[config.mk]
export PLATFORM = sky130hd
export DESIGN_NAME = mult_div_ctrl
export DESIGN_NICKNAME = d
export VERILOG_FILES = /design/src/rtl/cpu_pkg.sv /design/src/rtl/md_watchdog.sv /design/src/rtl/mult_div_ctrl.sv
export SDC_FILE = /design/constraint.sdc
export NUM_CORES = 1
export LEC_CHECK = 0
export BUFFER_PORTS_ARGS = -buffer_cell sky130_fd_sc_hd__buf_2
export CAP_MARGIN = 20
export CORE_AREA = 4 4 41 43
export CTS_CLUSTER_SIZE = 24
export DETAILED_ROUTE_END_ITERATION = 12
export DIE_AREA = 0 0 45 47
export GPL_TIMING_DRIVEN = 0
export SYNTH_ARGS = -nofsm -noshare
export SYNTH_HDL_FRONTEND = slang
export SYNTH_SLANG_ARGS = --single-unit
[constraint.sdc]
create_clock -name Clock -period 2.54 [get_ports Clock]
set_input_delay 0.254 -clock Clock [delete_from_list [all_inputs] [get_ports Clock]]
set_output_delay 0.254 -clock Clock [all_outputs]
set_load 0.005 [all_outputs]
[src/rtl/cpu_pkg.sv]
`default_nettype none
// ============================================================================
// Module   : cpu_pkg
// Purpose  : Shared types and constants for the multiply/divide controller.
// Revision : 1.0 - initial release
// ============================================================================
package cpu_pkg;

  typedef enum logic [2:0] {
    IDLE  = 3'd0,
    START = 3'd1,
    WAIT  = 3'd2,
    WRITE = 3'd3,
    ERR   = 3'd4
  } md_state_t;

  localparam logic       MD_OP_MULT        = 1'b0;
  localparam logic       MD_OP_DIV         = 1'b1;
  localparam logic [5:0] MD_TIMEOUT_CYCLES = 6'd48;

endpackage
`default_nettype wire

[src/rtl/md_watchdog.sv]
`default_nettype none
// ============================================================================
// Module   : md_watchdog
// Purpose  : WAIT-state cycle counter; flags expiry on the LIMIT-th WAIT cycle.
// Revision : 1.0 - initial release
// ============================================================================
module md_watchdog
  import cpu_pkg::*;
#(
  parameter logic [5:0] LIMIT = MD_TIMEOUT_CYCLES
) (
  input  logic clk,
  input  logic rst,
  input  logic i_clear,
  input  logic i_enable,
  output logic o_expired
);

  logic [5:0] r_count;

  always_ff @(posedge clk) begin
    if (rst || i_clear) begin
      r_count <= 6'd0;
    end else if (i_enable) begin
      r_count <= r_count + 6'd1;
    end
  end

  // Flag in the cycle whose increment would make the count reach LIMIT.
  assign o_expired = i_enable && (r_count == LIMIT - 6'd1);

endmodule
`default_nettype wire

[src/rtl/mult_div_ctrl.sv]
`default_nettype none
// ============================================================================
// Module   : mult_div_ctrl
// Purpose  : Sequences one multiply or divide operation and the HI/LO write.
//            Optional WAIT watchdog and Timeout port under MD_TIMEOUT_EN.
// Revision : 1.0 - initial release
// ============================================================================
module mult_div_ctrl
  import cpu_pkg::*;
(
  input  logic Clock,
  input  logic Reset,
  input  logic Req,
  input  logic Op,
  input  logic Abort,
  input  logic DivZero,
  input  logic MultOut,
  input  logic DivOut,
  output logic MultIn,
  output logic DivIn,
  output logic ResetMult,
  output logic ResetDiv,
  output logic HighCtrl,
  output logic LowCtrl,
  output logic SetHigh,
  output logic SetLow,
  output logic Busy,
  output logic Done,
  output logic DivZeroExc
`ifdef MD_TIMEOUT_EN
  ,
  output logic Timeout
`endif
);

  md_state_t r_state;
  logic      r_multIn;
  logic      r_divIn;
  logic      r_unitRst;
  logic      r_highCtrl;
  logic      r_lowCtrl;
  logic      r_write;
  logic      r_busy;
  logic      r_divZeroExc;
  logic      w_unitDone;
  logic      w_expired;

  assign w_unitDone = (r_highCtrl == MD_OP_DIV) ? DivOut : MultOut;

`ifdef MD_TIMEOUT_EN
  logic r_timeout;

  md_watchdog #(
    .LIMIT (MD_TIMEOUT_CYCLES)
  ) u_watchdog (
    .clk       (Clock),
    .rst       (~Reset),
    .i_clear   (r_state == START),
    .i_enable  (r_state == WAIT),
    .o_expired (w_expired)
  );

  assign Timeout = r_timeout;
`else
  assign w_expired = 1'b0;
`endif

  always_ff @(posedge Clock) begin
    if (!Reset) begin
      r_state      <= IDLE;
      r_multIn     <= 1'b0;
      r_divIn      <= 1'b0;
      r_unitRst    <= 1'b0;
      r_highCtrl   <= 1'b0;
      r_lowCtrl    <= 1'b0;
      r_write      <= 1'b0;
      r_busy       <= 1'b0;
      r_divZeroExc <= 1'b0;
`ifdef MD_TIMEOUT_EN
      r_timeout    <= 1'b0;
`endif
    end else begin
      r_multIn     <= 1'b0;
      r_divIn      <= 1'b0;
      r_unitRst    <= 1'b0;
      r_write      <= 1'b0;
      r_divZeroExc <= 1'b0;
`ifdef MD_TIMEOUT_EN
      r_timeout    <= 1'b0;
`endif
      // Abort flushes any active operation and resets both arithmetic units.
      if (r_state != IDLE && Abort) begin
        r_state   <= IDLE;
        r_busy    <= 1'b0;
        r_unitRst <= 1'b1;
      end else begin
        case (r_state)
          IDLE: begin
            if (Req && !Abort) begin
              r_highCtrl <= Op;
              r_lowCtrl  <= Op;
              r_busy     <= 1'b1;
              r_state    <= START;
            end
          end
          START: begin
            if (r_highCtrl == MD_OP_DIV && DivZero) begin
              r_divZeroExc <= 1'b1;
              r_state      <= ERR;
            end else begin
              r_multIn <= (r_highCtrl == MD_OP_MULT);
              r_divIn  <= (r_highCtrl == MD_OP_DIV);
              r_state  <= WAIT;
            end
          end
          WAIT: begin
            if (w_unitDone) begin
              r_write <= 1'b1;
              r_state <= WRITE;
            end else if (w_expired) begin
              r_unitRst <= 1'b1;
              r_busy    <= 1'b0;
              r_state   <= IDLE;
`ifdef MD_TIMEOUT_EN
              r_timeout <= 1'b1;
`endif
            end
          end
          default: begin
            r_busy  <= 1'b0;
            r_state <= IDLE;
          end
        endcase
      end
    end
  end

  // Same-cycle Abort masks completion pulses that are already registered.
  assign SetHigh    = r_write & ~Abort;
  assign SetLow     = r_write & ~Abort;
  assign Done       = r_write & ~Abort;
  assign DivZeroExc = r_divZeroExc & ~Abort;
  assign ResetMult  = r_unitRst | ~Reset;
  assign ResetDiv   = r_unitRst | ~Reset;
  assign MultIn     = r_multIn;
  assign DivIn      = r_divIn;
  assign HighCtrl   = r_highCtrl;
  assign LowCtrl    = r_lowCtrl;
  assign Busy       = r_busy;

endmodule
`default_nettype wire

==> out/summary.txt <==
Simple-gate share of the synthesized area - 30.4%
Number of vias in the routed layout - 370
F_max - 0.817 GHz
Transition time of the tightest slew-check pin - 268 ps
TritonCTS clock tree - built
Data arrival at the endpoint of the critical path - 970 ps
Source of the worst register-to-register timing path - r_state[0]
Number of resized instances in the post-cts repair step - 0
Clock transition at the registers of the reported paths - 60 ps
Pin count of the biggest net entering global routing - 9
Average wire per cell in the routed design - 10.4 um
Inserted Clock Buffers - 3
Placeable core area - 0.00130 sq mm
Post-synthesis adder-cell area fraction - 0%
Mapped Avg Cell Area - 9.02 sq um
#FFs+latches synth - 10
Nature of the critical path endpoint - output pin
Remaining DRCs - 0
Post-Syn Instances - 47
Endpoint of the worst register-to-register path - r_divZeroExc
Internal power - 0.241 mW
Residual overflow from global routing - 0
DPL Wire Length - 665 um
Worst endpoint required time - 2290 ps
TritonRoute pass-1 iters - 3
Min cycle time layout - 1220 ps
Worst Skew - 4.34 ps
GRT Overall Usage - 9.59%
RePlAce Congestion - 0.764
Largest delay share family, worst path - flip-flops
Via density per instance - 4.46
Netlist cell types - 20
Area growth, synth to finish - 31.0%
Switching power total - 0.0789 mW
Multiplexer share of the synthesized area - 2.36%
Startpoint of the most critical hold path - DivZero
Iter 0 DRT Violations - 7
# nets final - 78
Dominant combinational cell family by area after synthesis - simple AND/OR/NAND/NOR gates
Static Leakage - 0.273 nW
Relative slew margins - 82.1%
Sinks on Clock Net - 10
Number of antenna diodes - 0
Setup fix buffers added after clock tree synthesis - 0
Remaining antenna violation count - 0
Vias in the first global route - 317
Post-synth design cell area - 424 sq um
Hold/Removal Path Class - in -> reg
Clk Tree Root Cell - sky130_fd_sc_hd__clkbuf_4
Max clock buf depth - 2
Proportion of synthesized chip area in sequential cells - 47.2%
Proportion of total power due to net switching - 24.7%
Wire length of the first global-routing pass - 1390 um
Port Buffer Count - 18
Comb pwr share - 13.7%
Endpoints failing hold - 0
Post-synthesis compound-gate area fraction - 11.2%
Worst setup path class - reg -> out
Sort of element at the start of the critical path - flop
Maximum single-stage delay on the critical path - 470 ps
Part of the power in the clock network - 32.5%
Instance count on the critical path - 2
R2r worst-path depth - 3
XOR/XNOR Fraction of Synth Area - 0%
Slowest-stage cell, CP - sky130_fd_sc_hd__dfxtp_1
Number of top-level pins - 19
List of cells traversed by the critical path - buf_4, buf_2
Number of antenna violations at the first check in global routing - 0
Outcome - completed
Total Routed Length - 865 um
Utilization after layout - 42.7%
Max-Cap Viols - 0
Die width - 45 um
Power density over cell area - 576 mW/mm^2
Overall die area - 0.00212 sq mm
Hold path endpoint - DivIn
Cell count of the worst hold path - 2
Die height - 47 um
Number of warnings reported in the yosys synthesis log - 0
Floorplan row count - 13
Count of hold-fix buffers inserted at cts - 0
Tcrit/Tclk final - 48.2%
Part of the power in registers - 53.8%
Total nets after synthesis - 55
Share of layout cells above drive strength 1 - 41.2%
Maximum fanout along the worst path - 7
RSZ-0062 raised after global routing - no
Finish-stage setup viols - 0
Setup TNS - 0 ps
Total count of max-transition violations in the final report - 0
CTS HTree Levels - 1
Clock latency on the worst-skew pair - 260 ps
Number of buffers and inverters on the critical path - 2
Max rail drop VDD - 0.332 mV
Reg-to-reg slack, setup - 1470 ps
Initial cell density of the core - 32.6%
-- layer usage --
layer	vias up	GRT usage, %	share of wire, %
li1	197	-	-
met1	160	11.7	46
met2	11	13.8	43
met3	2	2.30	8.9
met4	0	8.77	1.2
met5	-	0	0
-- stage by stage --
step                      cell area (sq um)  setup WS (ps)  cells  power, mW  hold WS [ps]
after global placement                  533           1430     80      0.219           454
after detailed placement                533           1440     80      0.220           456
after global routing                    556           1240     83      0.341           184
after floorplan                         424           1560     47      0.201           331
final                                   556           1320     83      0.320           183
after CTS                               556           1280     83      0.323           186
-- placed cells by master, fill, tap and decap left out --
cell type                   instances
sky130_fd_sc_hd__o21ai_1            1
sky130_fd_sc_hd__nor3b_1            1
sky130_fd_sc_hd__inv_1              2
sky130_fd_sc_hd__nand2_1            4
sky130_fd_sc_hd__buf_2             18
sky130_fd_sc_hd__nand2b_1           1
sky130_fd_sc_hd__mux2i_1            1
sky130_fd_sc_hd__a2111oi_2          1
sky130_fd_sc_hd__and2b_1            1
sky130_fd_sc_hd__dfxtp_1           10
sky130_fd_sc_hd__nor3_1             4
sky130_fd_sc_hd__a41o_1             1
sky130_fd_sc_hd__buf_4              4
sky130_fd_sc_hd__a21oi_1            2
sky130_fd_sc_hd__nand3b_1           1
sky130_fd_sc_hd__clkbuf_4           3
sky130_fd_sc_hd__a22oi_1            1
sky130_fd_sc_hd__nand3_1            1
sky130_fd_sc_hd__nor3_2             1
sky130_fd_sc_hd__nor2_1             6
sky130_fd_sc_hd__nor2b_1            3
sky130_fd_sc_hd__nor2b_2            1
-- worst max-delay path by stage --
stage            start    endpoint  slack [ps]
6_report       LowCtrl     LowCtrl        1320
5_1_grt        r_write      SetLow        1240
4_1_cts        LowCtrl     LowCtrl        1280
3_5_place_dp     Abort  r_state[0]        1440
3_3_place_gp     Abort  r_state[0]        1430
2_1_floorplan  LowCtrl  r_state[0]        1560
-- power by group through the flow --
stage / Sequential (mW) / Combinational, mW / Clock, mW
2_1_floorplan: 0.174 / 0.0267 / 0
3_5_place_dp: 0.176 / 0.0443 / 0
4_1_cts: 0.172 / 0.0446 / 0.106
3_3_place_gp: 0.176 / 0.0438 / 0
5_1_grt: 0.174 / 0.0508 / 0.116
6_report: 0.172 / 0.0438 / 0.104
-- cells by family (layout without fill, tap and decap cells) --
family | after synthesis | after routing
flops | 10 | 10
buf+inv | 6 | 27
mux | 1 | 1
compound gates | 6 | 6
simple gates | 24 | 24
-- cells in the mapped netlist --
| cell | n | share of area, % |
|---|---|---|
| sky130_fd_sc_hd__buf_4 | 4 | 7.1 |
| sky130_fd_sc_hd__nand2b_1 | 1 | 1.5 |
| sky130_fd_sc_hd__a21oi_1 | 2 | 2.4 |
| sky130_fd_sc_hd__nand3_1 | 1 | 1.2 |
| sky130_fd_sc_hd__and2b_1 | 1 | 1.8 |
| sky130_fd_sc_hd__a41o_1 | 1 | 2.4 |
| sky130_fd_sc_hd__o21ai_1 | 1 | 1.2 |
| sky130_fd_sc_hd__nor2_1 | 6 | 5.3 |
| sky130_fd_sc_hd__nand2_1 | 4 | 3.5 |
| sky130_fd_sc_hd__nor3_2 | 1 | 2.4 |
| sky130_fd_sc_hd__nor3b_1 | 1 | 1.8 |
| sky130_fd_sc_hd__a22oi_1 | 1 | 1.8 |
| sky130_fd_sc_hd__dfxtp_1 | 10 | 47 |
| sky130_fd_sc_hd__nor2b_1 | 3 | 4.4 |
| sky130_fd_sc_hd__inv_1 | 2 | 1.8 |
| sky130_fd_sc_hd__nor3_1 | 4 | 4.7 |
| sky130_fd_sc_hd__mux2i_1 | 1 | 2.4 |
| sky130_fd_sc_hd__nand3b_1 | 1 | 1.8 |
| sky130_fd_sc_hd__a2111oi_2 | 1 | 3.5 |
| sky130_fd_sc_hd__nor2b_2 | 1 | 2.1 |
-- cell type report --
type / count / area, sq um
clock buffer: 3 / 22.5
tap: 15 / 18.8
buffer: 4 / 30.0
inverter: 2 / 7.51
timing repair buffer: 18 / 90.1
multi-input combinational: 31 / 186
fill: 141 / 746
sequential: 10 / 200
-- sequential cells by signal, indices dropped and copies added (netlist names) --
name / count
r_divZeroExc: 1
MultIn: 1
r_unitRst: 1
Busy: 1
LowCtrl: 1
r_state: 3
r_write: 1
DivIn: 1
Note: power is estimated with default switching activity, not from simulation.
